===== src/rtl/rl_lj_pair_scheduler_if.sv =====
// Position-RAM read port and force-pipeline issue/return handshake shared by the
// pair scheduler (master) and the RAM / force pipeline side (slave).
interface rl_lj_pair_scheduler_if #(
  parameter int DATA_WIDTH = 32,
  parameter int ID_WIDTH   = 12
);
  logic                         mem_rd_en;
  logic [ID_WIDTH-1:0]          mem_rd_addr;
  logic signed [DATA_WIDTH-1:0] mem_rd_x;
  logic signed [DATA_WIDTH-1:0] mem_rd_y;
  logic signed [DATA_WIDTH-1:0] mem_rd_z;

  logic                         pipe_iready;
  logic                         pipe_ivalid;
  logic signed [DATA_WIDTH-1:0] pipe_ref_x;
  logic signed [DATA_WIDTH-1:0] pipe_ref_y;
  logic signed [DATA_WIDTH-1:0] pipe_ref_z;
  logic signed [DATA_WIDTH-1:0] pipe_nb_x;
  logic signed [DATA_WIDTH-1:0] pipe_nb_y;
  logic signed [DATA_WIDTH-1:0] pipe_nb_z;
  logic [ID_WIDTH-1:0]          pipe_ref_id;
  logic [ID_WIDTH-1:0]          pipe_nb_id;
  logic                         pipe_ovalid;

  modport master (
    output mem_rd_en, mem_rd_addr,
    input  mem_rd_x, mem_rd_y, mem_rd_z,
    input  pipe_iready, pipe_ovalid,
    output pipe_ivalid, pipe_ref_x, pipe_ref_y, pipe_ref_z,
    output pipe_nb_x, pipe_nb_y, pipe_nb_z, pipe_ref_id, pipe_nb_id
  );

  modport slave (
    input  mem_rd_en, mem_rd_addr,
    output mem_rd_x, mem_rd_y, mem_rd_z,
    output pipe_iready, pipe_ovalid,
    input  pipe_ivalid, pipe_ref_x, pipe_ref_y, pipe_ref_z,
    input  pipe_nb_x, pipe_nb_y, pipe_nb_z, pipe_ref_id, pipe_nb_id
  );
endinterface


===== src/rtl/rl_lj_pair_scheduler.sv =====
// Walks the half-shell pair list (i < j < N) of one particle set and feeds the
// RL LJ force pipeline, bounding in-flight pairs with a credit counter.
module rl_lj_pair_scheduler #(
  parameter int DATA_WIDTH      = 32,
  parameter int ID_WIDTH        = 12,
  parameter int MAX_OUTSTANDING = 32,
  parameter int CREDIT_WIDTH    = 6
) (
  input  logic                   clk,
  input  logic                   rst,
  input  logic                   start,
  input  logic [ID_WIDTH-1:0]    particle_num,
  output logic                   busy,
  output logic                   done,
  output logic                   err_underflow,
  output logic [2*ID_WIDTH-1:0]  pair_count,
  rl_lj_pair_scheduler_if.master bus
);

  localparam int CW1 = CREDIT_WIDTH + 1;
  localparam logic [CREDIT_WIDTH:0] CREDIT_LIMIT = CW1'(MAX_OUTSTANDING);

  typedef enum logic [2:0] {
    IDLE, LOAD_REF, LATCH_REF, STREAM, NEXT_REF, DRAIN, DONE
  } state_t;

  state_t                       state;
  logic [ID_WIDTH-1:0]          n_num;
  logic [ID_WIDTH-1:0]          i_idx;
  logic [ID_WIDTH-1:0]          j_idx;
  logic [CREDIT_WIDTH-1:0]      outstanding;
  logic signed [DATA_WIDTH-1:0] ref_x, ref_y, ref_z;

  logic                         vld_p0;
  logic [ID_WIDTH-1:0]          ref_id_p0;
  logic [ID_WIDTH-1:0]          nb_id_p0;

  logic [CREDIT_WIDTH:0]        credit_used;
  logic                         issue;
  logic                         ov_underflow;
  logic                         ret_ok;

  // A read issued last cycle becomes a pair this cycle but is not yet counted
  // in outstanding, so it must be charged against the credit limit here.
  assign credit_used  = {1'b0, outstanding} + {{CREDIT_WIDTH{1'b0}}, vld_p0};
  assign issue        = (state == STREAM) && bus.pipe_iready && (credit_used < CREDIT_LIMIT);
  assign ov_underflow = bus.pipe_ovalid && (outstanding == '0);
  assign ret_ok       = bus.pipe_ovalid && (outstanding != '0);

  always_comb begin
    bus.mem_rd_en   = 1'b0;
    bus.mem_rd_addr = '0;
    if (state == LOAD_REF) begin
      bus.mem_rd_en   = 1'b1;
      bus.mem_rd_addr = i_idx;
    end else if (issue) begin
      bus.mem_rd_en   = 1'b1;
      bus.mem_rd_addr = j_idx;
    end
  end

  // ---- p0: RAM data arrives, pair presented to the force pipeline ----
  assign bus.pipe_ivalid = vld_p0;
  assign bus.pipe_nb_x   = vld_p0 ? bus.mem_rd_x : '0;
  assign bus.pipe_nb_y   = vld_p0 ? bus.mem_rd_y : '0;
  assign bus.pipe_nb_z   = vld_p0 ? bus.mem_rd_z : '0;
  assign bus.pipe_ref_x  = ref_x;
  assign bus.pipe_ref_y  = ref_y;
  assign bus.pipe_ref_z  = ref_z;
  assign bus.pipe_ref_id = ref_id_p0;
  assign bus.pipe_nb_id  = nb_id_p0;

  always_ff @(posedge clk) begin
    if (rst) begin
      state         <= IDLE;
      n_num         <= '0;
      i_idx         <= '0;
      j_idx         <= '0;
      outstanding   <= '0;
      pair_count    <= '0;
      busy          <= 1'b0;
      done          <= 1'b0;
      err_underflow <= 1'b0;
      vld_p0        <= 1'b0;
      ref_id_p0     <= '0;
      nb_id_p0      <= '0;
      ref_x         <= '0;
      ref_y         <= '0;
      ref_z         <= '0;
    end else begin
      vld_p0 <= issue;
      if (issue) begin
        ref_id_p0 <= i_idx;
        nb_id_p0  <= j_idx;
      end

      case ({vld_p0, ret_ok})
        2'b10:   outstanding <= outstanding + 1'b1;
        2'b01:   outstanding <= outstanding - 1'b1;
        default: outstanding <= outstanding;
      endcase

      if (vld_p0) pair_count <= pair_count + 1'b1;
      done <= 1'b0;

      if (state == IDLE && start) err_underflow <= 1'b0;
      else if (ov_underflow)      err_underflow <= 1'b1;

      case (state)
        IDLE: begin
          if (start) begin
            n_num      <= particle_num;
            i_idx      <= '0;
            pair_count <= '0;
            busy       <= 1'b1;
            state      <= (particle_num < 2) ? DRAIN : LOAD_REF;
          end
        end
        LOAD_REF:  state <= LATCH_REF;
        LATCH_REF: begin
          ref_x <= bus.mem_rd_x;
          ref_y <= bus.mem_rd_y;
          ref_z <= bus.mem_rd_z;
          j_idx <= i_idx + 1'b1;
          state <= STREAM;
        end
        STREAM: begin
          if (issue) begin
            j_idx <= j_idx + 1'b1;
            if (j_idx == n_num - 1'b1) state <= NEXT_REF;
          end
        end
        NEXT_REF: begin
          if ((i_idx + 1'b1) >= (n_num - 1'b1)) begin
            state <= DRAIN;
          end else begin
            i_idx <= i_idx + 1'b1;
            state <= LOAD_REF;
          end
        end
        DRAIN: begin
          if (outstanding == '0 && !vld_p0) begin
            state <= DONE;
            done  <= 1'b1;
            busy  <= 1'b0;
          end
        end
        DONE:    state <= IDLE;
        default: state <= IDLE;
      endcase
    end
  end

endmodule


===== src/flat_wrapper.sv =====
// flat-port wrapper written by rule: the top's interface ports become plain ports
module rl_lj_pair_scheduler_flat 
#(
  parameter int DATA_WIDTH      = 32,
  parameter int ID_WIDTH        = 12,
  parameter int MAX_OUTSTANDING = 32,
  parameter int CREDIT_WIDTH    = 6
)
  (clk, rst, start, particle_num, busy, done, err_underflow, pair_count, bus_mem_rd_en, bus_mem_rd_addr, bus_mem_rd_x, bus_mem_rd_y, bus_mem_rd_z, bus_pipe_iready, bus_pipe_ovalid, bus_pipe_ivalid, bus_pipe_ref_x, bus_pipe_ref_y, bus_pipe_ref_z, bus_pipe_nb_x, bus_pipe_nb_y, bus_pipe_nb_z, bus_pipe_ref_id, bus_pipe_nb_id);
  rl_lj_pair_scheduler_if #(.DATA_WIDTH(DATA_WIDTH), .ID_WIDTH(ID_WIDTH)) bus_i ();
  input  logic clk;
  input  logic rst;
  input  logic start;
  input  logic [ID_WIDTH-1:0] particle_num;
  output logic busy;
  output logic done;
  output logic err_underflow;
  output logic [2*ID_WIDTH-1:0] pair_count;
  output wire logic [$bits(bus_i.mem_rd_en)-1:0] bus_mem_rd_en;
  output wire logic [$bits(bus_i.mem_rd_addr)-1:0] bus_mem_rd_addr;
  input wire logic [$bits(bus_i.mem_rd_x)-1:0] bus_mem_rd_x;
  input wire logic [$bits(bus_i.mem_rd_y)-1:0] bus_mem_rd_y;
  input wire logic [$bits(bus_i.mem_rd_z)-1:0] bus_mem_rd_z;
  input wire logic [$bits(bus_i.pipe_iready)-1:0] bus_pipe_iready;
  input wire logic [$bits(bus_i.pipe_ovalid)-1:0] bus_pipe_ovalid;
  output wire logic [$bits(bus_i.pipe_ivalid)-1:0] bus_pipe_ivalid;
  output wire logic [$bits(bus_i.pipe_ref_x)-1:0] bus_pipe_ref_x;
  output wire logic [$bits(bus_i.pipe_ref_y)-1:0] bus_pipe_ref_y;
  output wire logic [$bits(bus_i.pipe_ref_z)-1:0] bus_pipe_ref_z;
  output wire logic [$bits(bus_i.pipe_nb_x)-1:0] bus_pipe_nb_x;
  output wire logic [$bits(bus_i.pipe_nb_y)-1:0] bus_pipe_nb_y;
  output wire logic [$bits(bus_i.pipe_nb_z)-1:0] bus_pipe_nb_z;
  output wire logic [$bits(bus_i.pipe_ref_id)-1:0] bus_pipe_ref_id;
  output wire logic [$bits(bus_i.pipe_nb_id)-1:0] bus_pipe_nb_id;
  assign bus_mem_rd_en = bus_i.mem_rd_en;
  assign bus_mem_rd_addr = bus_i.mem_rd_addr;
  assign bus_i.mem_rd_x = bus_mem_rd_x;
  assign bus_i.mem_rd_y = bus_mem_rd_y;
  assign bus_i.mem_rd_z = bus_mem_rd_z;
  assign bus_i.pipe_iready = bus_pipe_iready;
  assign bus_i.pipe_ovalid = bus_pipe_ovalid;
  assign bus_pipe_ivalid = bus_i.pipe_ivalid;
  assign bus_pipe_ref_x = bus_i.pipe_ref_x;
  assign bus_pipe_ref_y = bus_i.pipe_ref_y;
  assign bus_pipe_ref_z = bus_i.pipe_ref_z;
  assign bus_pipe_nb_x = bus_i.pipe_nb_x;
  assign bus_pipe_nb_y = bus_i.pipe_nb_y;
  assign bus_pipe_nb_z = bus_i.pipe_nb_z;
  assign bus_pipe_ref_id = bus_i.pipe_ref_id;
  assign bus_pipe_nb_id = bus_i.pipe_nb_id;
  rl_lj_pair_scheduler #(.DATA_WIDTH(DATA_WIDTH), .ID_WIDTH(ID_WIDTH), .MAX_OUTSTANDING(MAX_OUTSTANDING), .CREDIT_WIDTH(CREDIT_WIDTH)) u_core (.clk(clk), .rst(rst), .start(start), .particle_num(particle_num), .busy(busy), .done(done), .err_underflow(err_underflow), .pair_count(pair_count), .bus(bus_i));
endmodule

===== config.mk =====
export PLATFORM = sky130hd
export DESIGN_NAME = rl_lj_pair_scheduler_flat
export DESIGN_NICKNAME = d
export VERILOG_FILES = /design/src/rtl/rl_lj_pair_scheduler_if.sv /design/src/rtl/rl_lj_pair_scheduler.sv /design/src/flat_wrapper.sv
export SDC_FILE = /design/constraint.sdc
export NUM_CORES = 1
export LEC_CHECK = 0
export BUFFER_PORTS_ARGS = -buffer_cell sky130_fd_sc_hd__buf_4
export CAP_MARGIN = 20
export CORE_ASPECT_RATIO = 0.7
export CORE_MARGIN = 4
export CORE_UTILIZATION = 49
export CTS_CLUSTER_DIAMETER = 40
export DETAILED_ROUTE_END_ITERATION = 8
export PLACE_DENSITY = 0.93
export REMOVE_ABC_BUFFERS = 1
export SYNTH_ARGS = -nofsm -noshare
export SYNTH_HDL_FRONTEND = slang
export SYNTH_SLANG_ARGS = --single-unit

===== constraint.sdc =====
create_clock -name clk -period 3.8 [get_ports clk]
set_input_delay 0.76 -clock clk [delete_from_list [all_inputs] [get_ports clk]]
set_output_delay 0.76 -clock clk [all_outputs]
set_load 0.005 [all_outputs]

# Word level (Yosys, flattened, before mapping)
# Cells that the tools add are included.
# totals
register_bits	193
inputBits	113
out_inout_bits	257
word_cells	87
# classes
n_addsub	7
magnitude_cmp	3
n_eq_ne	13
n_mux	27
bitwise	1
reduce_logical	21
# op_table
op	n
two-way mux 32 bit	3
two-way mux 24 bit	3
two-way mux 12 bit	5
one-hot mux 12 bit (2 select lines)	2
adder 12 x 1 -> 12 bit (second input constant)	2
adder 24 x 1 -> 24 bit (second input constant)	1
two-way mux 3 bit	6
one-hot mux 3 bit (6 select lines)	1
equality test 12 bit	1
>= comparator 12 bit	1
< comparator 12 x 2 -> 1 bit (second input constant)	1
one-hot mux 6 bit (2 select lines)	1
subtractor 12 x 1 -> 12 bit (second input constant)	1
nonzero test 2 bit	4
adder 6 x 1 -> 7 bit	1
< comparator 7 x 6 -> 1 bit (second input constant)	1
adder 6 x 1 -> 6 bit (second input constant)	1
equality test 3 x 2 -> 1 bit (second input constant)	2
equality test 3 bit (second input constant)	2
logical AND 1 bit	6
zero test 6 bit	1
inequality test 2 bit (second input constant)	3
AND reduction 3 bit	2
nonzero test 6 bit	1
other kinds (13)	20

# Longest topological paths before layout
# logic_depth
depth_word	5
mapped_depth	14
mapped_depth_nobuf	12

# Least setup slack after synthesis
# No wires, ideal clock.
# synth_timing
path_kind	reg2reg
start	register u_core.n_num[0]
end	register u_core.i_idx[5]
setup_ps	70
arrival_ps	2937
required_ps	3730
path_slack_ps	793
stages_incl_launch_ff	14
n_path_buf	1
period_less_slack_ps	3007
path_cell_list	dfxtp_1 > inv_1 > ha_1 > or3b_2 > clkbuf_1 > nor3_1 > xnor2_1 > ha_1 > a21o_1 > a21oi_1 > o221ai_1 > a22oi_1 > a32oi_1 > a21oi_1
# synth_via
elab_chain_cells	4
# synth_rtl
item	line_no	source
start, declared	rl_lj_pair_scheduler.sv:28	logic [ID_WIDTH-1:0] n_num;
start signal, assigned	rl_lj_pair_scheduler.sv:112	n_num <= particle_num;
subtractor 12 x 1 -> 12 bit	rl_lj_pair_scheduler.sv:134	if ((i_idx + 1'b1) >= (n_num - 1'b1)) begin
>= comparator 12 bit	rl_lj_pair_scheduler.sv:134	
inequality test 2 bit (no line)	--	
AND reduction 3 bit (no line)	--	
end signal, assigned	rl_lj_pair_scheduler.sv:137	i_idx <= i_idx + 1'b1;
end, declared	rl_lj_pair_scheduler.sv:29	logic [ID_WIDTH-1:0] i_idx;
# No other way between the ends.
# A chain may end at the register's enable or synchronous reset.

# Worst setup path in the final report
# layout_timing
start	register u_core.n_num[0]
end	register u_core.i_idx[6]
# The elaborated chain is that of the path after synthesis.

==> metrics <==
setup repair after global routing missed its margin false; hold path start u_core.bus.pipe_ref_x[12]; diode count 0; hold buffer count at CTS 0; First-pass DRT Iterations 9; final hold violation count 0; cells after synthesis 1,250; first-pass GRT wire length 52.81 mm; status finished, violations left; fin crit period 3.496 ns; Final Cell Area 12,840 sq um; total gr overflow 0; Seq. cell area 3865 sq um; Final Cycle Share 91.99%; clock slew at reported path FFs 0.08 ns; DR WL/cell 20.10 microns; GPL Wtd Cong 1.042; GRT Total Usage 31.52%; starting density of the core 50.89%; total power 5.126 mW; placed cell count 1,786; largest net degree at the start of global routing 97; RR Endpoint u_core.i_idx[6]; Worst Setup Start Kind flop; # Post-CTS Setup Buffers 0; Rel. slew slack 29.43%; WP data required 4.15 ns; Fmax 0.2861 GHz; #FFs+latches synth 193; Syn. warnings 0; CP startpoint u_core.n_num[0]; cts bufs inserted 17; initial antenna violation count 0; clk buf depth 2; reg2reg path depth 12; Top Ports 370; # resized after CTS 0; Max IR drop VDD 0.0002647 V; layout cells sized above 1 27.37%; Fill cells 1,447; main flop type after synthesis dfxtp_1; netlist area before placement 9345 sq um; non-filler instance count after layout 1,818; Setup Crit Path Kind reg -> reg; Fin Clk Skew 0.01514 ns; P&R area growth vs syn 37.45%; failing checks design-rule violations; detailed-route via count 10,233; setup_tns 0 ns; Post-DP HPWL 27.70 mm; max cap viols 0; Die Y 123.5 microns; antenna-violating nets left 0; sequential element share of the synthesized area 41.34%; Crit. End Element flop; max-slew violation count 0; CTS tree built; arrival time worst endpoint 3.85 ns; reg2reg setup slack 0.30 ns; clock sinks 193; Row Count 41; vias in the first global route 9,378; Hold Crit Class reg -> reg; Via density 5.629; # DRC 1; die extent in x 173.1 microns; final hold slack 0.4562 ns; hold path endpoint u_core.bus.pipe_ref_x[12]; post-synthesis cell type count 56; P per Cell Area 399.1 nW/um^2; Syn Area/Cell 7.476 sq um; Placeable Area 18,370 sq um; final setup vio count 0; worst-margin pin slew 1.055 ns; Post-synth EDFFs 0; reg2reg start u_core.n_num[0]; nets 1,704; Root Driver clkbuf_16; H-tree depth 4; die area 21,380 sq um; initial drt markers 1,149; Post-Route WL 36.54 mm; worst-skew pair later-pin latency 0.44 ns; PortBufs 369; hold path cells 2; Post-DP Area 12,230 sq um; CP Max Fanout 14; Pleak 5.564 nW; multi-input logic area 5081 sq um; post-synthesis async set-or-reset flop share 0%
area by class of cell:
class | instances | share of cell area, %
multi-input combinational | 948 | 39.56
sequential | 193 | 30.09
timing repair buffer | 387 | 22.62
clock buffer | 17 | 3.312
tap | 236 | 2.299
clock inverter | 15 | 1.481
inverter | 22 | 0.6429
critical path, stage by stage, from the launching register on:
cell      delay, ns
dfxtp_1        0.37
inv_1          0.10
ha_1           0.22
or3b_2         0.56
nor3_1         0.34
xnor2_1        0.11
ha_1           0.18
a21o_1         0.17
a21oi_1        0.15
o221ai_1       0.17
a22o_1         0.40
or4_1          0.46
a31oi_1        0.18
synth_stat cells, types with 11 or more instances:
cell type  number  share of area, %
inv_1          22              0.88
a21oi_1       169               9.1
xor2_1         18               1.7
and3_1         11              0.74
dfxtp_1       193                41
xnor2_1        29               2.7
and2_1        105               7.0
ha_1           21               2.8
nand3_1        15              0.80
clkbuf_1       83               3.3
nand2_1       331                13
nor2_1         73               2.9
nor3_1         16              0.86
o211ai_1       21               1.7
o21ai_0        27               1.4
layer usage:
metal / global-route usage [%] / vias to the layer above / part of all wire (%)
li1: - / 4805 / -
met1: 39.30 / 4787 / 40
met2: 50.87 / 544 / 46
met3: 9.108 / 97 / 9.6
met4: 15.20 / 0 / 4.7
met5: 0 / - / 0
metrics by stage:
step                      setup WS (ns)  util [%]
after detailed placement         0.4150     66.59
after global routing             0.1696     69.94
after CTS                        0.3749     69.94
after global placement           0.4815     66.59
after floorplan                 0.02854         -
final                            0.3043     69.94
state kept, by name, indices dropped and copies added (netlist names), 3 cells and up:
signal                  cells
u_core.bus.pipe_ref_id     12
u_core.bus.pipe_nb_id      12
u_core.bus.pipe_ref_y      32
u_core.j_idx               12
u_core.state                3
u_core.n_num               12
u_core.outstanding          6
u_core.bus.pipe_ref_x      32
u_core.i_idx               12
u_core.pair_count          24
u_core.bus.pipe_ref_z      32
how the worst max path moves through the flow:
stage / end / slack (ns) / depth (start not counted)
3_5_place_dp: u_core.i_idx[6] / 0.41 / 12
2_1_floorplan: bus_mem_rd_en / 0.03 / 3
3_3_place_gp: u_core.i_idx[6] / 0.48 / 12
4_1_cts: u_core.i_idx[6] / 0.37 / 12
5_1_grt: u_core.i_idx[6] / 0.17 / 12
6_report: u_core.i_idx[6] / 0.30 / 12
kinds of logic (layout without fill, tap and decap cells):
logic type | after synthesis | after routing | synth area share (%)
AO/OA/AOI/OAI | 262 | 262 | 16.13
flip-flops | 193 | 193 | 41.34
AND/OR/NAND/NOR | 612 | 612 | 30.08
buffers and inverters | 109 | 441 | 4.458
XOR/XNOR | 47 | 47 | 4.405
adder cells (fa/ha/maj) | 22 | 22 | 3.026
multiplexers | 5 | 5 | 0.5489
power by group:
group	leakage [nW]	internal [mW]	switching, mW
logic	3.71	0.424	0.593
clock network	0.293	0.951	0.911
registers	1.56	2.13	0.118
total	5.56	3.50	1.62
cells in the final DEF (no fill, tap or decap), types with 3 or more instances in the layout:
cell	n
a211oi_1	5
a21o_1	3
a21oi_1	169
a22o_1	4
a22oi_1	5
a31oi_1	4
and2_1	104
and3_1	11
buf_4	387
clkbuf_16	17
clkinv_8	4
dfxtp_1	192
ha_1	21
inv_1	22
inv_8	4
mux2i_1	4
nand2_1	330
nand2b_1	10
nand3_1	15
nand3b_1	3
nand4_1	8
nor2_1	73
nor2b_1	4
nor3_1	16
nor4_1	10
o211ai_1	21
o21ai_0	27
o221ai_1	3
or2_2	3
or3_1	10
or4_1	5
xnor2_1	29
xor2_1	18
Power figures use the tool's default switching activity.
